--- src/rtl/riscv_core_muldiv_arbiter.sv ---
// rtl/riscv_core_muldiv_arbiter.sv - round-robin sharing of one pipelined mul/div unit between two requesters
module riscv_core_muldiv_arbiter #(
  parameter int INFLIGHT = 4
) (
  input  logic                      clk,
  input  logic                      reset_n,
  input  logic [2:0]                req0_msg_fn,
  input  logic [31:0]               req0_msg_a,
  input  logic [31:0]               req0_msg_b,
  input  logic                      req0_val,
  output logic                      req0_rdy,
  input  logic [2:0]                req1_msg_fn,
  input  logic [31:0]               req1_msg_a,
  input  logic [31:0]               req1_msg_b,
  input  logic                      req1_val,
  output logic                      req1_rdy,
  output logic [63:0]               resp0_msg_result,
  output logic                      resp0_val,
  input  logic                      resp0_rdy,
  output logic [63:0]               resp1_msg_result,
  output logic                      resp1_val,
  input  logic                      resp1_rdy,
  output logic [2:0]                muldivreq_msg_fn,
  output logic [31:0]               muldivreq_msg_a,
  output logic [31:0]               muldivreq_msg_b,
  output logic                      muldivreq_val,
  input  logic                      muldivreq_rdy,
  input  logic [63:0]               muldivresp_msg_result,
  input  logic                      muldivresp_val,
  output logic                      muldivresp_rdy,
  output logic [$clog2(INFLIGHT):0] inflight_cnt,
  output logic                      err
);
  localparam int PW = $clog2(INFLIGHT);
  localparam int CW = PW + 1;

  logic          prio;
  logic [PW-1:0] wr_ptr;
  logic [PW-1:0] rd_ptr;
  logic [CW-1:0] cnt;
  logic          owner [INFLIGHT];

  logic fifo_empty;
  logic own;
  logic can_issue;
  logic grant0;
  logic grant1;
  logic push;
  logic pop;
  logic sel;

  // The credit check uses the registered count only, so a pop never frees a slot in the same cycle.
  assign fifo_empty = (cnt == '0);
  assign can_issue  = reset_n && muldivreq_rdy && (cnt < CW'(INFLIGHT));
  assign grant0     = can_issue && req0_val && (!req1_val || !prio);
  assign grant1     = can_issue && req1_val && (!req0_val || prio);
  assign push       = grant0 || grant1;
  assign sel        = grant1 || (!grant0 && prio);

  assign req0_rdy         = grant0;
  assign req1_rdy         = grant1;
  assign muldivreq_val    = push;
  assign muldivreq_msg_fn = sel ? req1_msg_fn : req0_msg_fn;
  assign muldivreq_msg_a  = sel ? req1_msg_a  : req0_msg_a;
  assign muldivreq_msg_b  = sel ? req1_msg_b  : req0_msg_b;

  // An empty FIFO still accepts (drains) a response so a stray one cannot wedge the unit.
  assign own              = owner[rd_ptr];
  assign resp0_val        = reset_n && !fifo_empty && !own && muldivresp_val;
  assign resp1_val        = reset_n && !fifo_empty && own && muldivresp_val;
  assign resp0_msg_result = muldivresp_msg_result;
  assign resp1_msg_result = muldivresp_msg_result;
  assign muldivresp_rdy   = reset_n && (fifo_empty || (own ? resp1_rdy : resp0_rdy));
  assign pop              = muldivresp_val && muldivresp_rdy && !fifo_empty;

  assign inflight_cnt = cnt;

  always_ff @(posedge clk) begin
    if (push) begin
      owner[wr_ptr] <= grant1;
    end
  end

  always_ff @(posedge clk) begin
    if (!reset_n) begin
      prio   <= 1'b0;
      wr_ptr <= '0;
      rd_ptr <= '0;
      cnt    <= '0;
      err    <= 1'b0;
    end else begin
      if (push) begin
        wr_ptr <= wr_ptr + 1'b1;
        prio   <= !grant1;
      end
      if (pop) begin
        rd_ptr <= rd_ptr + 1'b1;
      end
      case ({push, pop})
        2'b10:   cnt <= cnt + CW'(1);
        2'b01:   cnt <= cnt - CW'(1);
        default: cnt <= cnt;
      endcase
      if (muldivresp_val && fifo_empty) begin
        err <= 1'b1;
      end
    end
  end

endmodule

--- config.mk ---
export PLATFORM = sky130hd
export DESIGN_NAME = riscv_core_muldiv_arbiter
export DESIGN_NICKNAME = d
export VERILOG_FILES = /design/src/rtl/riscv_core_muldiv_arbiter.sv
export SDC_FILE = /design/constraint.sdc
export NUM_CORES = 1
export LEC_CHECK = 0
export BUFFER_PORTS_ARGS = -buffer_cell sky130_fd_sc_hd__buf_2
export CAP_MARGIN = 5
export CORE_AREA = 2 2 160 162
export CTS_BUF_LIST = sky130_fd_sc_hd__clkbuf_4
export DETAILED_ROUTE_END_ITERATION = 10
export DIE_AREA = 0 0 162 164
export MAX_ROUTING_LAYER = met4
export PLACE_DENSITY = 0.47
export SETUP_SLACK_MARGIN = 0.1
export SLEW_MARGIN = 20
export SYNTH_ARGS = -nofsm -noshare
export SYNTH_HDL_FRONTEND = slang
export SYNTH_SLANG_ARGS = --single-unit
--- constraint.sdc ---
create_clock -name clk -period 2.4 [get_ports clk]
set_input_delay 0.36 -clock clk [delete_from_list [all_inputs] [get_ports clk]]
set_output_delay 0.36 -clock clk [all_outputs]
set_load 0.05 [all_outputs]
# --- After elaboration in Yosys (flattened, before gate mapping) ---
# Memory sizes are Yosys's and may differ from the RTL's. A register that Yosys moved wholly into a read port is not among the register bits.
# Index checks and enable logic that the tools add are counted.
totals:
  n_memories: 1
  ff_bits: 9
  wordCells: 52
  ram_bits: 4
  output_inout_bits: 205
  in_bits: 206
classes:
  order_cmp: 1
  n_addsub: 4
  muxes: 9
  n_eq_ne: 2
  n_reduce_logical: 30
mem_list:
  columns: ["name", "words", "word_bits", "rd", "rd_clocked_by_memory_dff", "write_ports", "line_no", "text"]
  rows:
  - ["owner", 4, 1, 1, 1, 1, "41", "logic owner [INFLIGHT];"]
ops:
  columns: ["operator", "count"]
  rows:
  - ["$mux W32", 2]
  - ["$logic_and A1 B1 Y1", 16]
  - ["$logic_not A1 Y1", 7]
  - ["$pmux W3 S2", 1]
  - ["$logic_or A1 B1 Y1", 5]
  - ["$add A2 B1 Y2 const B", 2]
  - ["$mux W2", 2]
  - ["$add A3 B1 Y3 const B", 1]
  - ["$logic_not A3 Y1", 1]
  - ["$lt A3 B3 Y1 const B", 1]
  - ["$mux W1", 3]
  - ["$mux W3", 1]
  - ["$sub A3 B1 Y3 const B", 1]
  - ["$eq A2 B1 Y1 const B", 1]
  - ["$eq A2 B2 Y1 const B", 1]
  - ["$reduce_bool A2 Y1", 1]

# --- Depth between registers and ports, before layout ---
# Gate-level depths: netlist (run 1).
logic_depth:
  depth_word: 8
  depth_mapped: 10
  depth_no_buf: 9

# --- Least setup slack after synthesis (run 1) ---
# Ideal clock, no wire load.
synth_timing:
  path_type: "register to register"
  startpoint: "register cnt[2] (netlist: inflight_cnt[2])"
  endpoint: "register cnt[2] (netlist: inflight_cnt[2])"
  setup_time_ns: 0.076
  arrival_ns: 2.558
  t_required_ns: 2.324
  synth_period_minus_slack_ns: 2.634
  n_path_buf: 1
  path_stages_with_launch: 11
  setup_slack_ns: -0.234
  path_cell_list: "dfxtp_1 -> and3b_1 -> o21a_1 -> buf_2 -> inv_1 -> ha_1 -> inv_1 -> fa_1 -> xor2_1 -> or3_1 -> a21boi_0"
synth_between:
  elab_chain_cells: 7
  elab_cells_between_ends: 19
  cone_classes: "add/sub: 2; order compare: 1; eq/ne: 2; mux: 1; reduce/logical: 13"
synth_lines:
  columns: ["item", "line_no", "text"]
  rows:
  - ["start: declaration", "40", "logic [CW-1:0] cnt;"]
  - ["start signal: assignment", "100", "2'b10: cnt <= cnt + CW'(1);"]
  - ["start signal: assignment", "101", "2'b01: cnt <= cnt - CW'(1);"]
  - ["start signal: assignment", "102", "default: cnt <= cnt;"]
  - ["$lt A3 B3 Y1 *", "54", "assign can_issue = reset_n && muldivreq_rdy && (cnt < CW'(INFLIGHT));"]
  - ["$logic_and A1 B1 Y1 *", "54", null]
  - ["$logic_and A1 B1 Y1, on equally long branches (2 in a row)", "55, 56", null]
  - ["$logic_or A1 B1 Y1 *", "57", "assign push = grant0 || grant1;"]
  - ["via muldivreq_val", "26", "output logic muldivreq_val,"]
  - ["$eq A2 B1 Y1 / $eq A2 B2 Y1 (equally long branches)", "99", "case ({push, pop})"]
  - ["$pmux W3 S2 / $reduce_bool A2 Y1 (equally long branches)", null, null]
# Mark *: on every way through the listed nets, which the timed path passes. The rest lies on a longest branch.
# A chain may end at the register's enable or synchronous reset.

# --- Worst setup path after layout (run 1) ---
layout_timing:
  startpoint: "register cnt[2] (netlist: inflight_cnt[2])"
  endpoint: "output port muldivreq_msg_a[24]"
layout_between:
  elab_chain_cells: 8
  elab_cells_between_ends: 10
  cone_classes: "order compare: 1; mux: 1; reduce/logical: 8"
layout_lines:
  columns: ["item", "line_no", "text"]
  rows:
  - ["$lt A3 B3 Y1 *", "54", null]
  - ["$logic_and A1 B1 Y1 *", "54", null]
  - ["$logic_and A1 B1 Y1 (2 in a row)", "55", "assign grant0 = can_issue && req0_val && (!req1_val || !prio);"]
  - ["$logic_not A1 Y1", "58", "assign sel = grant1 || (!grant0 && prio);"]
  - ["$logic_and A1 B1 Y1", "58", null]
  - ["$logic_or A1 B1 Y1 *", "58", null]
  - ["$mux W32 *", "64", "assign muldivreq_msg_a = sel ? req1_msg_a : req0_msg_a;"]
  - ["end: declaration", "24", "output logic [31:0] muldivreq_msg_a,"]
# Every way passes the cells marked *; elsewhere a longest branch is shown, timed or not.

==> impl_metrics.ini, run 1 <==
[layout]
drive_above_1_share_pct = 84.4
nets = 603
fill_cells = 2766
seq_area_um2 = 344
diodes = 0
final_area_mm2 = 0.00437
fin_util_pct = 17.6
multiInputGateArea_mm2 = 0.00146
final_common_cell = buf_2
final_cell_mix = buf_2, mux2_4, buf_8
synthToLayoutAreaGrowth_pct = 63.3

[sta]
timing.fmax_mhz = 410
finalHoldViolations = 0
final-setup-viol-count = 21
fin_setup_tns_ps = -430
relSlewSlack_pct = 76.9
fin_skew_ps = 7.75
fin_crit_ps = 2440
drv_slew = 0
layout_setup_ws_ps = -36.1
rsz0062_at_grt = true
worstMarginPinSlew_ps = 345
fin_crit_sh_pct = 102

[cts]
root_buffer = clkbuf_4
clkSinkCount = 15
path_clk_slew_ps = 90
insertion_delay_ps = 280
cts_buffer_depth = 2
cts-buffers-inserted = 3
h-tree-depth = 1
cts_tree = built

[yosys]
synth_edf_count = 4
synthArstFlopShare_pct = 0
dominantRegCellSynth = dfxtp_1
synth_cells = 279
synthesis.area_mm2 = 0.00268
syn_nets = 491
ys_seq_area_share_pct = 12.7
yosysUniqueCellTypes = 33
syn_avg_cell_area_um2 = 9.59
ys.warnings.count = 0
ys_seq_elements = 15

[routing]
wl_per_cell_um = 15.6
vias_per_cell = 3.16
antenna_left = 0
drt_wl_total_um = 11200
drc = 0
drtIter0Drc = 40
drtPass1Iterations = 4
vias = 2276

[placed_design]
gp_congestion = 0.747
dpl.hpwl_um = 8560
post-place-ws_ps = -39.0
io_buffers = 218
placed_area_mm2 = 0.00331

[setup_path]
worstSetupPathType = register to output pin
rr_startpoint = owner[3]$_DFFE_PP_
slowest_delay_ps = 340
start_kind = register
critPathMostFrequentCell = buf_12
cp-end-kind = output pin
ff2ff_path_depth = 9
crit_fanout = 6
path_cells = and3b_2 -> a21oi_4 -> o2bb2ai_4 -> buf_12 -> buf_12 -> clkbuf_16 -> mux2_4 -> buf_6
worstPathRequired_ps = 2040
r2r_slack_ps = -10
crit_path_end = muldivreq_msg_a[24]
slowest_stage = dfxtp_2
r2r-end = inflight_cnt[2]$_SDFFE_PN0P_
worstPathArrival_ps = 2080
startpoint = inflight_cnt[2]$_SDFFE_PN0P_

[global_route]
grt_usage_pct = 7.67
grt_start_max_net_pins = 14
antenna_found_initial = 0
gr-total-overflow = 0
grt_first_pass_wirelength_um = 14700
grt_pass1_vias = 2364

[worst_hold_path]
hold_class = input pin to register
min_from = muldivresp_val

[floorplan]
dieHeight_um = 164
rows = 58
die_w_um = 162
coreArea_mm2 = 0.0248
pin_count = 411
dieArea_mm2 = 0.0266
initial_utilization_pct = 10.8

[flow_run]
maxCapViolCount = 0

[pwr]
finalPower_w = 0.00193
leakage_nw = 2.09
vdd_drop_max_v = 0.000185
cellPowerDensity_mw_per_mm2 = 441

[status]
status = finished with violations
failed_checks = negative setup slack
==> cells in the mapped netlist, types with 2 or more instances <==
cell type	instances	area, um2
buf_4	128	961
ha_1	5	62.6
or3_1	2	12.5
inv_1	6	22.5
nand2_1	6	22.5
a21boi_0	2	15.0
buf_6	4	45.0
o21ai_0	2	10.0
and2_1	7	43.8
dfxtp_1	11	220
edfxtp_1	4	120
nor2_1	3	11.3
buf_2	4	20.0
xnor2_1	2	17.5
nor2b_1	6	37.5
mux2i_1	5	50.1
mux2_4	30	450
mux2_2	37	417
==> cell type report <==
type / count / area share, %
Inverter: 6 / 0.515
Tap cell: 330 / 9.44
Clock buffer: 4 / 0.687
Timing Repair Buffer: 244 / 48.0
Multi-Input combinational cell: 121 / 33.5
Sequential cell: 15 / 7.87
==> what timing repair did <==
action,in CTS,in global routing
resized for setup,188,69
gates cloned,3,1
endpoints found under the setup margin,68,70
hold buffers,0,0
setup buffers,5,3
pin swaps,6,4
==> worst min path at each step <==
stage                                         to  slack (ps)  cells past startpoint
after floorplan                         register         430                      1
after global placement    rd_ptr[1]$_SDFFE_PN0N_         450                      1
after detailed placement  rd_ptr[1]$_SDFFE_PN0N_         460                      1
after CTS                       err$_SDFFE_PN0P_         370                      3
after global routing            err$_SDFFE_PN0P_         390                      3
final                           err$_SDFFE_PN0P_         380                      3
==> per-stage QoR <==
step / hold slack (ps) / cells
floorplan: 430 / 279
finish: 384 / 720
global placement: 446 / 706
CTS: 371 / 718
detailed placement: 457 / 706
global route: 385 / 720
==> per-layer routing <==
metal	wire, um	up-vias	track usage, %	part of all wire (%)
met1	3970	985	8.15	35
li1	-	1017	-	-
met2	5400	268	12.7	48
met4	44	0	1.09	0.39
met5	0	-	-	0
met3	1790	6	4.44	16
==> report_power, final <==
| part | switching, W | total (W) | leakage (nW) | internal (W) |
|---|---|---|---|---|
| clock network | 0.0000775 | 0.000153 | 0.0184 | 0.0000756 |
| registers | 0.0000102 | 0.000281 | 0.127 | 0.000271 |
| logic | 0.000775 | 0.00149 | 1.94 | 0.000717 |
==> cells by family (layout without fill, tap and decap cells) <==
logic type      after synthesis  after routing  synth area share, %
flops                        15             15                 12.7
mux                          73             73                 35.1
compound gates                9              9                 2.57
xor+xnor                      3              3                0.982
simple gates                 30             30                 6.22
fa+ha+maj                     6              6                 3.09
buf+inv                     143            254                 39.3
==> critical path, delay by kind of cell, from the launching register on <==
family	cells	cell delay [ps]
buffers and inverters	4	590
flip-flops	1	340
AND/OR/NAND/NOR	1	300
multiplexers	1	300
AO/OA/AOI/OAI	2	250
Note: power is estimated with default switching activity, not from simulation.
==> run 2, diff against run 1 <==
--- a/config.mk
+++ b/config.mk
@@ -7,12 +7,12 @@
 export LEC_CHECK = 0
 export BUFFER_PORTS_ARGS = -buffer_cell sky130_fd_sc_hd__buf_2
 export CAP_MARGIN = 5
-export CORE_AREA = 2 2 160 162
-export CTS_BUF_LIST = sky130_fd_sc_hd__clkbuf_4
+export CORE_AREA = 2 2 159 161
+export CTS_BUF_LIST = sky130_fd_sc_hd__clkbuf_16
 export DETAILED_ROUTE_END_ITERATION = 10
-export DIE_AREA = 0 0 162 164
+export DIE_AREA = 0 0 161 163
 export MAX_ROUTING_LAYER = met4
-export PLACE_DENSITY = 0.47
+export PLACE_DENSITY = 0.48
 export SETUP_SLACK_MARGIN = 0.1
 export SLEW_MARGIN = 20
 export SYNTH_ARGS = -nofsm -noshare
==> impl_metrics.ini, run 2 (same netlist as run 1, synthesis figures left out) <==
[sta]
layout_setup_ws_ps = -110
worstMarginPinSlew_ps = 330
timing.fmax_mhz = 398
relSlewSlack_pct = 77.9
fin_crit_sh_pct = 105
final-setup-viol-count = 54
fin_setup_tns_ps = -2220
rsz0062_at_grt = true
finalHoldViolations = 0
fin_skew_ps = 2.50
drv_slew = 0
fin_hold_ws_ps = 407
fin_crit_ps = 2510

[routing]
drtPass1Iterations = 4
drtIter0Drc = 23
drt_wl_total_um = 11700
vias = 2295
drc = 0
antenna_left = 0
vias_per_cell = 3.18
wl_per_cell_um = 16.3

[cts]
clkSinkCount = 15
postCtsHoldBufs = 0
path_clk_slew_ps = 50
cts_buffer_depth = 2
insertion_delay_ps = 250
root_buffer = clkbuf_16
h-tree-depth = 1
cts_tree = built
cts-buffers-inserted = 3

[setup_path]
r2r-end = inflight_cnt[2]$_SDFFE_PN0P_
worstPathArrival_ps = 2150
start_kind = register
crit_fanout = 5
worstPathRequired_ps = 2040
slowest_delay_ps = 340
slowest_stage = dfxtp_4
cp-end-kind = output pin
r2r_slack_ps = -40
critPathMostFrequentCell = buf_6
path_cells = and3b_2 -> a21oi_4 -> o2bb2ai_4 -> buf_12 -> buf_6 -> buf_16 -> mux2_4 -> buf_6
worstSetupPathType = register to output pin
ff2ff_path_depth = 9
rr_startpoint = owner[3]$_DFFE_PP_

[status]
failed_checks = negative setup slack
status = finished with violations

[floorplan]
initial_utilization_pct = 10.8
dieHeight_um = 163
die_w_um = 161
rows = 58
coreArea_mm2 = 0.0247
dieArea_mm2 = 0.0262
pin_count = 411

[placed_design]
post-place-ws_ps = -78.4
dpl.hpwl_um = 8030
gp_congestion = 0.719
io_buffers = 218

[global_route]
grt_start_max_net_pins = 29
grt_usage_pct = 7.69
antenna_found_initial = 0
grt_pass1_vias = 2273
gr-total-overflow = 0
gr-max-usage-layer = met2
global_route.usage.met2_pct = 12.9
grt_use_met1_pct = 7.71
grt_use_met3_pct = 4.97
grt_first_pass_wirelength_um = 14400

[layout]
nets = 605
drive_above_1_share_pct = 83.9
final_cell_mix = buf_2, mux2_4, buf_8
synthToLayoutAreaGrowth_pct = 68.8
fin_util_pct = 18.3
diodes = 0
final_common_cell = buf_2
fill_cells = 2722

[pwr]
vdd_drop_max_v = 0.000257
cellPowerDensity_mw_per_mm2 = 477
leakage_nw = 2.15
finalPower_w = 0.00215

[worst_hold_path]
hold_class = input pin to register
whs_path_depth = 3
min_from = muldivresp_val
holdPathEnd = err$_SDFFE_PN0P_

[flow_run]
maxCapViolCount = 0
==> run 2: area by class of cell <==
class	count	area [um2]	share of cell area, %
inverter	6	22.5	0.498
multi-input combinational	121	1460	32.2
timing repair buffer	246	2200	48.7
sequential	15	347	7.67
clock inverter	1	5.00	0.111
clock buffer	3	75.1	1.66
tap	330	413	9.14
==> run 2: critical path: cells and delay by family, from the launching register on <==
family,cells,cell delay (ps)
AOI/OAI and AO/OA,2,400
DFF,1,340
muxes,1,300
buffers and inverters,4,560
and+or+nand+nor,1,290
==> run 2: worst max path at each step <==
stage | from | endpoint | cells after the start
6_report | inflight_cnt[2]$_SDFFE_PN0P_ | muldivreq_msg_a[18] | 8
4_1_cts | owner[3]$_DFFE_PP_ | inflight_cnt[2]$_SDFFE_PN0P_ | 9
3_3_place_gp | register | inflight_cnt[2]$_SDFFE_PN0P_ | 9
5_1_grt | owner[3]$_DFFE_PP_ | inflight_cnt[2]$_SDFFE_PN0P_ | 9
2_1_floorplan | inflight_cnt[2]$_SDFFE_PN0P_ | inflight_cnt[2]$_SDFFE_PN0P_ | 10
3_5_place_dp | owner[3]$_DFFE_PP_ | inflight_cnt[2]$_SDFFE_PN0P_ | 9
==> run 2: what timing repair did <==
item / CTS / global route
cloned: 7 / 3
pin swaps: 6 / 4
resized for setup: 222 / 37
buffers inserted: 6 / 4
endpoints found under the setup margin: 68 / 70
==> run 2: routing by layer <==
| layer | vias up | wire length, um |
|---|---|---|
| met2 | 252 | 5510 |
| li1 | 1022 | - |
| met4 | 0 | 127 |
| met1 | 1010 | 4330 |
| met3 | 11 | 1790 |
| met5 | - | 0 |
==> run 2: metrics by stage <==
stage / std cells / instance area, um2
after global routing: 722 / 4520
final: 722 / 4520
after detailed placement: 699 / 3260
after global placement: 699 / 3260
after CTS: 716 / 4310
after floorplan: 279 / 2680
==> run 2: power breakdown <==
part	switching (W)	total (W)	internal (W)
Combinational	0.000796	0.00155	0.000753
Sequential	0.0000116	0.000282	0.000271
Clock	0.000101	0.000324	0.000222
Total	0.000909	0.00215	0.00125
==> run 3, diff against run 2 <==
--- a/config.mk
+++ b/config.mk
@@ -14,6 +14,7 @@
 export MAX_ROUTING_LAYER = met4
 export PLACE_DENSITY = 0.48
 export SETUP_SLACK_MARGIN = 0.1
+export SKIP_LAST_GASP = 1
 export SLEW_MARGIN = 20
 export SYNTH_ARGS = -nofsm -noshare
 export SYNTH_HDL_FRONTEND = slang
==> impl_metrics.ini, run 3 (same netlist as run 1, synthesis figures left out) <==
[placed_design]
io_buffers = 218
placed_cells = 699
gp_congestion = 0.719
dpl.hpwl_um = 8030

[setup_path]
worstPathArrival_ps = 2180
slowest_delay_ps = 340
path_cells = and3b_2 -> a21oi_4 -> o2bb2ai_4 -> buf_12 -> buf_12 -> buf_6 -> buf_16 -> mux2_4 -> buf_8
critPathBufInv = 5
start_kind = register
worstSetupPathType = register to output pin
worstPathRequired_ps = 2040
cp_top_family = buffers and inverters
crit_fanout = 5
slowest_stage = dfxtp_4
critPathMostFrequentCell = buf_12
cp-end-kind = output pin

[layout]
instances_no_fill = 723
diodes = 0
final_common_cell = buf_2
drive_above_1_share_pct = 84.0
nets = 606
final_cell_mix = buf_2, mux2_4, buf_6
fin_util_pct = 17.9
synthToLayoutAreaGrowth_pct = 64.6
fill_cells = 2725

[floorplan]
coreArea_mm2 = 0.0247
initial_utilization_pct = 10.8
dieHeight_um = 163
pin_count = 411
dieArea_mm2 = 0.0262
rows = 58
die_w_um = 161

[pwr]
leakage_nw = 2.11
cellPowerDensity_mw_per_mm2 = 476
vdd_drop_max_v = 0.000275
finalPower_w = 0.00210

[sta]
worstMarginPinSlew_ps = 331
fin_skew_ps = 3.05
drv_slew = 0
fin_crit_sh_pct = 106
final-setup-viol-count = 45
rsz0062_at_grt = true
fin_setup_tns_ps = -2950
fin_crit_ps = 2540
finalHoldViolations = 0
layout_setup_ws_ps = -144
timing.fmax_mhz = 393
relSlewSlack_pct = 77.9

[global_route]
gr-total-overflow = 0
grt_usage_pct = 7.33
antenna_found_initial = 0
grt_pass1_vias = 2159
grt_first_pass_wirelength_um = 13600
grt_start_max_net_pins = 29

[cts]
clkSinkCount = 15
insertion_delay_ps = 250
postCtsHoldBufs = 0
h-tree-depth = 1
cts_tree = built
path_clk_slew_ps = 50
root_buffer = clkbuf_16
cts_buffer_depth = 2
cts-buffers-inserted = 3

[status]
status = finished with violations
failed_checks = negative setup slack

[routing]
vias = 2297
drtPass1Iterations = 4
drtIter0Drc = 27
drt_wl_total_um = 11600
vias_per_cell = 3.18
drc = 0
antenna_left = 0
wl_per_cell_um = 16.1

[worst_hold_path]
hold_class = input pin to register

[flow_run]
maxCapViolCount = 0
==> run 3: cell count changes in the layout (fill, tap and decap cells not counted) <==
cell,previous run,this run
buf_6,11,39
buf_8,56,32
buf_12,9,6
mux2_2,0,2
mux2_4,67,65
==> run 3: cell type report <==
cell class / instances / area, um2 / share of cell area, %
Sequential cell: 15 / 347 / 7.87
Inverter: 6 / 22.5 / 0.511
Clock buffer: 3 / 75.1 / 1.70
Timing Repair Buffer: 247 / 2100 / 47.6
Tap cell: 330 / 413 / 9.37
Multi-Input combinational cell: 121 / 1450 / 32.9
Clock inverter: 1 / 5.00 / 0.114
==> run 3: tightest hold or removal path: cells and delay by family <==
kind                   cells  cell delay [ps]
buffers and inverters      1              100
AND/OR/NAND/NOR            1               90
AO/OA/AOI/OAI              1               60
==> run 3: what timing repair did <==
item | 4_1_cts | 5_1_grt
gates cloned | 7 | 3
setup buffers | 6 | 5
pin swaps | 6 | 4
endpoints found under the setup margin | 68 | 70
gates resized for setup | 87 | 173
==> run 3: per-stage QoR <==
stage / hold WS (ps) / cell area [um2] / setup slack (ps)
final: 409 / 4410 / -144
after floorplan: 430 / 2680 / -46.5
after global routing: 403 / 4410 / -203
after global placement: 450 / 3260 / 5.97
after detailed placement: 455 / 3260 / -78.4
after CTS: 400 / 3840 / -58.7
==> run 3: where the power goes <==
group	internal [W]	leakage [nW]	switching, W
registers	0.000271	0.127	0.0000116
logic	0.000711	1.94	0.000782
clock network	0.000222	0.0409	0.000101
==> run 3: final timing paths <==
check	endpoint	depth (start not counted)	slack, ps	startpoint
worst max register to register	inflight_cnt[2]$_SDFFE_PN0P_	9	-40	owner[3]$_DFFE_PP_
worst max-delay path	muldivreq_msg_a[18]	9	-140	inflight_cnt[2]$_SDFFE_PN0P_
worst min register to register	register	1	460	rd_ptr[1]$_SDFFE_PN0N_
worst min-delay path	err$_SDFFE_PN0P_	3	410	muldivresp_val
==> run 3: routing by layer <==
metal  vias to the layer above  GRT usage [%]  routed length, um
li1                       1025              -                  -
met1                      1009           7.22               4250
met2                       254           12.4               5560
met3                         9           4.94               1760
met4                         0          0.933                 73
met5                         -              -                  0
